`config.mk`:
```
export PLATFORM = sky130hd
export DESIGN_NAME = hazard_scheduler_flat
export DESIGN_NICKNAME = d
export VERILOG_FILES = /design/src/rtl/hazard_pkg.sv /design/src/rtl/hazard_scheduler_if.sv /design/src/rtl/mc_sequencer.sv /design/src/rtl/hazard_scheduler.sv /design/src/flat_wrapper.sv
export SDC_FILE = /design/constraint.sdc
export NUM_CORES = 1
export LEC_CHECK = 0
export CAP_MARGIN = 25
export CORE_MARGIN = 5
export CORE_UTILIZATION = 41
export DETAILED_ROUTE_END_ITERATION = 8
export HOLD_SLACK_MARGIN = 0.03
export PLACE_DENSITY = 0.82
export SYNTH_ARGS = -nofsm -noshare
export SYNTH_HDL_FRONTEND = slang
export SYNTH_SLANG_ARGS = --single-unit
```
`constraint.sdc`:
```
create_clock -name clk -period 2.4 [get_ports clk]
set_clock_uncertainty 0.1 [all_clocks]
set_input_delay 0.48 -clock clk [delete_from_list [all_inputs] [get_ports clk]]
set_output_delay 0.48 -clock clk [all_outputs]
set_load 0.02 [all_outputs]
```
`src/rtl/hazard_pkg.sv`:
```
// Shared encodings for the hazard scheduler: forwarding mux selects and
// multi-cycle sequencer states.
package hazard_pkg;

  // Order matches the execute-stage 4:1 operand mux inputs.
  localparam logic [1:0] FWD_RF  = 2'b00;
  localparam logic [1:0] FWD_WB  = 2'b01;
  localparam logic [1:0] FWD_MEM = 2'b10;

  localparam logic [0:0] ST_IDLE = 1'b0;
  localparam logic [0:0] ST_BUSY = 1'b1;

  // M has priority over W; register 0 is hardwired and never forwarded.
  function automatic logic [1:0] fwd_sel(
    input logic [4:0] src,
    input logic [4:0] wr_m,
    input logic       we_m,
    input logic [4:0] wr_w,
    input logic       we_w
  );
    logic [1:0] sel;
    sel = FWD_RF;
    if (src != 5'd0 && src == wr_m && we_m)      sel = FWD_MEM;
    else if (src != 5'd0 && src == wr_w && we_w) sel = FWD_WB;
    return sel;
  endfunction

endpackage

```
`src/rtl/hazard_scheduler_if.sv`:
```
// Pipeline <-> hazard scheduler signal bundle. Purely level-based control:
// no valid/ready handshake; every output is a function of the current cycle.
interface hazard_scheduler_if #(
  parameter int CNT_W = 32
);
  logic [4:0]       RsD, RtD, RsE, RtE;
  logic [4:0]       WriteRegE, WriteRegM, WriteRegW;
  logic             RegWriteE, RegWriteM, RegWriteW;
  logic             MemtoRegE, MemtoRegM;
  logic             BranchD, MultiCycleE;
  logic [1:0]       forwardAE, forwardBE;
  logic             forwardAD, forwardBD;
  logic             StallF, StallD, StallE, FlushE, FlushM;
  logic             MCStartE, MCDoneE;
  logic [CNT_W-1:0] StallCount;
  logic [0:0]       mc_state;

  // Pipeline side.
  modport master (
    output RsD, RtD, RsE, RtE, WriteRegE, WriteRegM, WriteRegW,
           RegWriteE, RegWriteM, RegWriteW, MemtoRegE, MemtoRegM,
           BranchD, MultiCycleE,
    input  forwardAE, forwardBE, forwardAD, forwardBD, StallF, StallD,
           StallE, FlushE, FlushM, MCStartE, MCDoneE, StallCount, mc_state
  );

  // Hazard scheduler side.
  modport slave (
    input  RsD, RtD, RsE, RtE, WriteRegE, WriteRegM, WriteRegW,
           RegWriteE, RegWriteM, RegWriteW, MemtoRegE, MemtoRegM,
           BranchD, MultiCycleE,
    output forwardAE, forwardBE, forwardAD, forwardBD, StallF, StallD,
           StallE, FlushE, FlushM, MCStartE, MCDoneE, StallCount, mc_state
  );
endinterface

```
`src/rtl/mc_sequencer.sv`:
```
// Holds the execute stage for MC_LATENCY cycles of a multi-cycle op and
// pulses start/done around the occupancy window.
module mc_sequencer
  import hazard_pkg::*;
#(
  parameter int MC_LATENCY = 3
) (
  input  logic       clk,
  input  logic       rst,
  input  logic       i_multi_cycle,
  output logic       o_mc_start,
  output logic       o_mc_done,
  output logic       o_mc_stall,
  output logic [0:0] o_state
);

  localparam bit         MULTI    = (MC_LATENCY > 1);
  localparam logic [3:0] LOAD_CNT = MULTI ? 4'(MC_LATENCY - 2) : 4'd0;

  logic [0:0] r_state;
  logic [3:0] r_cnt;
  logic [0:0] w_state_nxt;
  logic [3:0] w_cnt_nxt;
  logic       w_start, w_done, w_stall;

  always_comb begin
    w_start     = 1'b0;
    w_done      = 1'b0;
    w_stall     = 1'b0;
    w_state_nxt = r_state;
    w_cnt_nxt   = r_cnt;
    case (r_state)
      ST_IDLE: begin
        if (i_multi_cycle) begin
          w_start = 1'b1;
          // Single-cycle latency completes in place without stalling.
          if (MULTI) begin
            w_stall     = 1'b1;
            w_state_nxt = ST_BUSY;
            w_cnt_nxt   = LOAD_CNT;
          end else begin
            w_done = 1'b1;
          end
        end
      end
      default: begin
        if (r_cnt != 4'd0) begin
          w_stall   = 1'b1;
          w_cnt_nxt = r_cnt - 4'd1;
        end else begin
          w_done      = 1'b1;
          w_state_nxt = ST_IDLE;
        end
      end
    endcase
  end

  always_ff @(posedge clk or negedge rst) begin
    if (!rst) begin
      r_state <= ST_IDLE;
      r_cnt   <= 4'd0;
    end else begin
      r_state <= w_state_nxt;
      r_cnt   <= w_cnt_nxt;
    end
  end

  // The IDLE decode is combinational on i_multi_cycle, so gate it with reset.
  assign o_mc_start = rst & w_start;
  assign o_mc_done  = rst & w_done;
  assign o_mc_stall = rst & w_stall;
  assign o_state    = r_state;

endmodule

```
`src/rtl/hazard_scheduler.sv`:
```
// Central hazard controller for the 5-stage MIPS pipeline: operand forwarding,
// load-use / branch stalls, multi-cycle sequencing and a stall counter.
module hazard_scheduler
  import hazard_pkg::*;
#(
  parameter int MC_LATENCY = 3,
  parameter int CNT_W      = 32
) (
  input logic               clk,
  input logic               rst,
  hazard_scheduler_if.slave hz
);

  logic [1:0]       w_fwd_a, w_fwd_b;
  logic             w_fwd_ad, w_fwd_bd;
  logic             w_lwstall, w_brstall;
  logic             w_mc_stall, w_mc_start, w_mc_done;
  logic             w_stall_f;
  logic [CNT_W-1:0] r_stall_count;

  mc_sequencer #(.MC_LATENCY(MC_LATENCY)) u_mc_seq (
    .clk           (clk),
    .rst           (rst),
    .i_multi_cycle (hz.MultiCycleE),
    .o_mc_start    (w_mc_start),
    .o_mc_done     (w_mc_done),
    .o_mc_stall    (w_mc_stall),
    .o_state       (hz.mc_state)
  );

  assign w_fwd_a = fwd_sel(hz.RsE, hz.WriteRegM, hz.RegWriteM, hz.WriteRegW, hz.RegWriteW);
  assign w_fwd_b = fwd_sel(hz.RtE, hz.WriteRegM, hz.RegWriteM, hz.WriteRegW, hz.RegWriteW);

  assign w_fwd_ad = (hz.RsD != 5'd0) && (hz.RsD == hz.WriteRegM) && hz.RegWriteM;
  assign w_fwd_bd = (hz.RtD != 5'd0) && (hz.RtD == hz.WriteRegM) && hz.RegWriteM;

  assign w_lwstall = hz.MemtoRegE && ((hz.RtE == hz.RsD) || (hz.RtE == hz.RtD));

  // A branch resolves in D, so a producer still in E, or a load in M, is too late.
  assign w_brstall = hz.BranchD &&
    ((hz.RegWriteE && ((hz.WriteRegE == hz.RsD) || (hz.WriteRegE == hz.RtD))) ||
     (hz.MemtoRegM && ((hz.WriteRegM == hz.RsD) || (hz.WriteRegM == hz.RtD))));

  assign w_stall_f = rst & (w_lwstall | w_brstall | w_mc_stall);

  assign hz.forwardAE  = rst ? w_fwd_a : FWD_RF;
  assign hz.forwardBE  = rst ? w_fwd_b : FWD_RF;
  assign hz.forwardAD  = rst & w_fwd_ad;
  assign hz.forwardBD  = rst & w_fwd_bd;
  assign hz.StallF     = w_stall_f;
  assign hz.StallD     = w_stall_f;
  assign hz.StallE     = w_mc_stall;
  assign hz.FlushM     = w_mc_stall;
  // Flushing ID/EX while E is held would destroy the multi-cycle op.
  assign hz.FlushE     = rst & (w_lwstall | w_brstall) & ~w_mc_stall;
  assign hz.MCStartE   = w_mc_start;
  assign hz.MCDoneE    = w_mc_done;
  assign hz.StallCount = r_stall_count;

  always_ff @(posedge clk or negedge rst) begin
    if (!rst) begin
      r_stall_count <= '0;
    end else if (w_stall_f && (r_stall_count != {CNT_W{1'b1}})) begin
      r_stall_count <= r_stall_count + 1'b1;
    end
  end

endmodule
```
`src/flat_wrapper.sv`:
```
// flat-port wrapper written by rule: the top's interface ports become plain ports
module hazard_scheduler_flat import hazard_pkg::*;
#(
  parameter int MC_LATENCY = 3,
  parameter int CNT_W      = 32
)
  (clk, rst, hz_RsD, hz_RtD, hz_RsE, hz_RtE, hz_WriteRegE, hz_WriteRegM, hz_WriteRegW, hz_RegWriteE, hz_RegWriteM, hz_RegWriteW, hz_MemtoRegE, hz_MemtoRegM, hz_BranchD, hz_MultiCycleE, hz_forwardAE, hz_forwardBE, hz_forwardAD, hz_forwardBD, hz_StallF, hz_StallD, hz_StallE, hz_FlushE, hz_FlushM, hz_MCStartE, hz_MCDoneE, hz_StallCount, hz_mc_state);
  hazard_scheduler_if #(.CNT_W(CNT_W)) hz_i ();
  input logic clk;
  input logic rst;
  input wire logic [$bits(hz_i.RsD)-1:0] hz_RsD;
  input wire logic [$bits(hz_i.RtD)-1:0] hz_RtD;
  input wire logic [$bits(hz_i.RsE)-1:0] hz_RsE;
  input wire logic [$bits(hz_i.RtE)-1:0] hz_RtE;
  input wire logic [$bits(hz_i.WriteRegE)-1:0] hz_WriteRegE;
  input wire logic [$bits(hz_i.WriteRegM)-1:0] hz_WriteRegM;
  input wire logic [$bits(hz_i.WriteRegW)-1:0] hz_WriteRegW;
  input wire logic [$bits(hz_i.RegWriteE)-1:0] hz_RegWriteE;
  input wire logic [$bits(hz_i.RegWriteM)-1:0] hz_RegWriteM;
  input wire logic [$bits(hz_i.RegWriteW)-1:0] hz_RegWriteW;
  input wire logic [$bits(hz_i.MemtoRegE)-1:0] hz_MemtoRegE;
  input wire logic [$bits(hz_i.MemtoRegM)-1:0] hz_MemtoRegM;
  input wire logic [$bits(hz_i.BranchD)-1:0] hz_BranchD;
  input wire logic [$bits(hz_i.MultiCycleE)-1:0] hz_MultiCycleE;
  output wire logic [$bits(hz_i.forwardAE)-1:0] hz_forwardAE;
  output wire logic [$bits(hz_i.forwardBE)-1:0] hz_forwardBE;
  output wire logic [$bits(hz_i.forwardAD)-1:0] hz_forwardAD;
  output wire logic [$bits(hz_i.forwardBD)-1:0] hz_forwardBD;
  output wire logic [$bits(hz_i.StallF)-1:0] hz_StallF;
  output wire logic [$bits(hz_i.StallD)-1:0] hz_StallD;
  output wire logic [$bits(hz_i.StallE)-1:0] hz_StallE;
  output wire logic [$bits(hz_i.FlushE)-1:0] hz_FlushE;
  output wire logic [$bits(hz_i.FlushM)-1:0] hz_FlushM;
  output wire logic [$bits(hz_i.MCStartE)-1:0] hz_MCStartE;
  output wire logic [$bits(hz_i.MCDoneE)-1:0] hz_MCDoneE;
  output wire logic [$bits(hz_i.StallCount)-1:0] hz_StallCount;
  output wire logic [$bits(hz_i.mc_state)-1:0] hz_mc_state;
  assign hz_i.RsD = hz_RsD;
  assign hz_i.RtD = hz_RtD;
  assign hz_i.RsE = hz_RsE;
  assign hz_i.RtE = hz_RtE;
  assign hz_i.WriteRegE = hz_WriteRegE;
  assign hz_i.WriteRegM = hz_WriteRegM;
  assign hz_i.WriteRegW = hz_WriteRegW;
  assign hz_i.RegWriteE = hz_RegWriteE;
  assign hz_i.RegWriteM = hz_RegWriteM;
  assign hz_i.RegWriteW = hz_RegWriteW;
  assign hz_i.MemtoRegE = hz_MemtoRegE;
  assign hz_i.MemtoRegM = hz_MemtoRegM;
  assign hz_i.BranchD = hz_BranchD;
  assign hz_i.MultiCycleE = hz_MultiCycleE;
  assign hz_forwardAE = hz_i.forwardAE;
  assign hz_forwardBE = hz_i.forwardBE;
  assign hz_forwardAD = hz_i.forwardAD;
  assign hz_forwardBD = hz_i.forwardBD;
  assign hz_StallF = hz_i.StallF;
  assign hz_StallD = hz_i.StallD;
  assign hz_StallE = hz_i.StallE;
  assign hz_FlushE = hz_i.FlushE;
  assign hz_FlushM = hz_i.FlushM;
  assign hz_MCStartE = hz_i.MCStartE;
  assign hz_MCDoneE = hz_i.MCDoneE;
  assign hz_StallCount = hz_i.StallCount;
  assign hz_mc_state = hz_i.mc_state;
  hazard_scheduler #(.MC_LATENCY(MC_LATENCY), .CNT_W(CNT_W)) u_core (.clk(clk), .rst(rst), .hz(hz_i));
endmodule
```
==> impl_results.md <==
* Post-synth EDFFs at 0
* Top-area cell type share of the netlist area at 0.359
* Area contributors post-synth: dfrtp_1 (36%), xnor2_1 (18%), xor2_1 (11%)
* Sequential fraction of the synthesis area at 0.359
* Synth-to-layout area growth at 57.2%
* Fin nets at between 400 and 500
* Max Root-Sink Buffers at 2
* Die width at 89.4 um
* Die height at 89.4 um
* Hold Path Class: input port to async pin
* Num ports at 90
* Clock sink count at 37
* Synth async-reset ratio at 1.00
* Vias in the first global route at 2595
* PortBufs at 89
* Synthesized area per cell at around 9.5 sq um
* Period utilisation layout at 1.04
* Run status: finished, violations left
* H-tree Lvls at 2
* Num CTS Buffers at 5
* DPL Wire Length at approximately 6000 um
* Most frequent cells after synthesis: xnor2_1 (52), dfrtp_1 (37), xor2_1 (31)
* Power Density at between 600 and 700 mW/mm^2
* Reg-to-Reg Start: u_core.u_mc_seq.r_cnt[1]
* Total gr overflow at 0
* Average wire per standard cell at ~16 um
* RSZ-0062 raised after global routing: yes
* P_leak at about 0.0018 uW
* Util after Layout at 0.650
* CORE AREA at between 0.006 and 0.007 sq mm
* Setup slack after layout at -107 ps
* Max_cap viols at 0
* WL final at approximately 7800 um
* Synth area leader: dfrtp_1
* Initial DRC Count at around 150
* Share of cells above drive strength 1 at 0.329
* Max_slew headroom at 0.657
* Post-synthesis cell area at ~0.0026 sq mm
* Max VDD drop at 0.648 mV
* CP Data Required Time at 1820 ps
* Most common cell in the netlist: xnor2_1
* Antenna Nets Post-Route at 0
* Setup TNS at -214 ps
* Clock latency on the worst-skew pair at just under 300 ps
* Worst-path clk slew at about 70 ps
* Place WS at -794 ps
* Pre-antenna DRT Iters at 4
* Crit-path slowest cell: dfrtp_1
* # DRC at 0
* Post-synth cell types at 41
* Endpoint type of the worst setup path: output pin
* Die area at about 0.0080 sq mm
* Tot GR Track Use at 0.197
* CP Data Arrival Time at between 1500 and 2000 ps
* Gpl congestion at ~0.94
* CTS tree: done
* Worst flop-to-flop path endpoint: u_core.hz.StallCount[1]
* WS Path Type: register to output pin
* Number of synthesized register bits at 37
* Vias/cell at approximately 5.3
* Global-route wire length before repair at ~12000 um
* Failing checks: negative setup slack
* Most used flip-flop cell after synthesis: dfrtp_1
* Ant diodes at 0
* Instance count of the mapped netlist at 273
* Tmin final at 2510 ps
* Largest net degree at the start of global routing at 32
* Worst Reg2Reg Path Length in Cells at 10
* Worst-margin pin slew at 510 ps
* Syn_nets at between 300 and 400
* Crit-path max FO at 2
* Setup violators final at 2
* Critical Path, Cell by Cell: inv_2 > ha_1 > nor3b_4 > nor2b_1 > o21a_2 > a31oi_1 > a21boi_4 > inv_2 > buf_6
* Startpoint class of the critical path: register
* Reg-to-reg slack, setup at roughly 10 ps
* Fmax at between 300 and 400 MHz
* Initial core utilization at 0.414
* Final Hold Slack at about 120 ps
* Num rows at 29
* Final Hold Viols at 0
* CTS root buf: clkbuf_8
* Cell repeated most along the worst path: inv_2
* Initial antenna violation count at 0
* Yosys Warn Count at 0
* Critical path's largest stage delay at between 300 and 400 ps
* Via count at roughly 2600
* Slew Limit Fails at 0
## kinds of logic (layout without fill, tap and decap cells)
family                     count (synthesis)  in the layout  synth area share
and+or+nand+nor                          116            116             0.267
adders and majority gates                  3              3            0.0145
DFF                                       37             37             0.359
xor gates and xnor gates                  83             83             0.281
buffers and inverters                     22            162            0.0412
AOI/OAI and AO/OA                         10             10            0.0286
muxes                                      2              2           0.00824
## registers in the layout (all words and copies together) (netlist names)
register                 cells
u_core.u_mc_seq.o_state      1
u_core.u_mc_seq.r_cnt        4
u_core.hz.StallCount        32
## worst max path at each step
stage / endpoint / from / slack [ps]
5_1_grt: hz_StallD / u_core.u_mc_seq.r_cnt[1] / -210
2_1_floorplan: hz_StallF / u_core.u_mc_seq.r_cnt[0] / -90
6_report: hz_StallD / u_core.u_mc_seq.r_cnt[1] / -110
4_1_cts: hz_StallD / u_core.u_mc_seq.r_cnt[0] / -130
3_3_place_gp: hz_forwardBE[0] / hz_RtE[0] / -790
3_5_place_dp: hz_forwardBE[0] / hz_RtE[3] / -790
## placed cells by master (no fill, tap or decap), types with 4 or more instances in the layout
cell type and n:
clkdlybuf4s50_1 42, and4_1 4, buf_2 18, clkbuf_2 9, buf_4 61, nand4_1 10, nand2_1 15, nand3_1 16
xor2_1 31, dfrtp_1 37, nor4_1 8, xnor2_1 49, nor3_1 17, buf_6 7, nor2_1 8, inv_2 4
clkbuf_8 6
## per-layer routing
metal  global-route usage  part of all wire  up-vias
met3               0.0323             0.052       12
met4               0.0704             0.022        0
met2                0.327              0.50       88
met5                    0                 0        -
met1                0.259              0.42     1263
li1                     -                 -     1223
## metrics by stage
stage          instances  cell area [sq um]  power, uW
6_report             490               4060       2700
5_1_grt              490               4060       2870
4_1_cts              486               4050       2680
3_5_place_dp         473               3880       2180
3_3_place_gp         473               3880       2140
2_1_floorplan        273               2610       1550
## worst max-delay path, delay by kind of cell, from the launching register on
kind | cells | cell delay [ps]
buf+inv | 3 | 270
fa+ha+maj | 1 | 140
flops | 1 | 390
compound gates | 3 | 580
simple gates | 2 | 270
## final cells by class
type / instances / area [sq um]
fillers: 486 / 2180
multi-input cells: 214 / 1700
repair buffers: 148 / 1220
flip-flops and latches: 37 / 926
well taps: 77 / 96.3
clock buffers: 6 / 82.6
inverters: 7 / 26.3
clock inverters: 1 / 7.51
## power breakdown
part	internal, uW	switching [uW]	total (uW)
Clock	227	218	445
Combinational	697	697	1390
Sequential	744	120	864
## timing repair
action / in CTS / in global routing
hold buffers: 0 / 0
pin swaps: 15 / 15
hold endpoints to repair: 0 / 0
endpoints found under the setup margin: 45 / 33
gates resized for setup: 151 / 49
cloned: 0 / 0
buffers inserted: 6 / 5
Power figures use the tool's default switching activity.
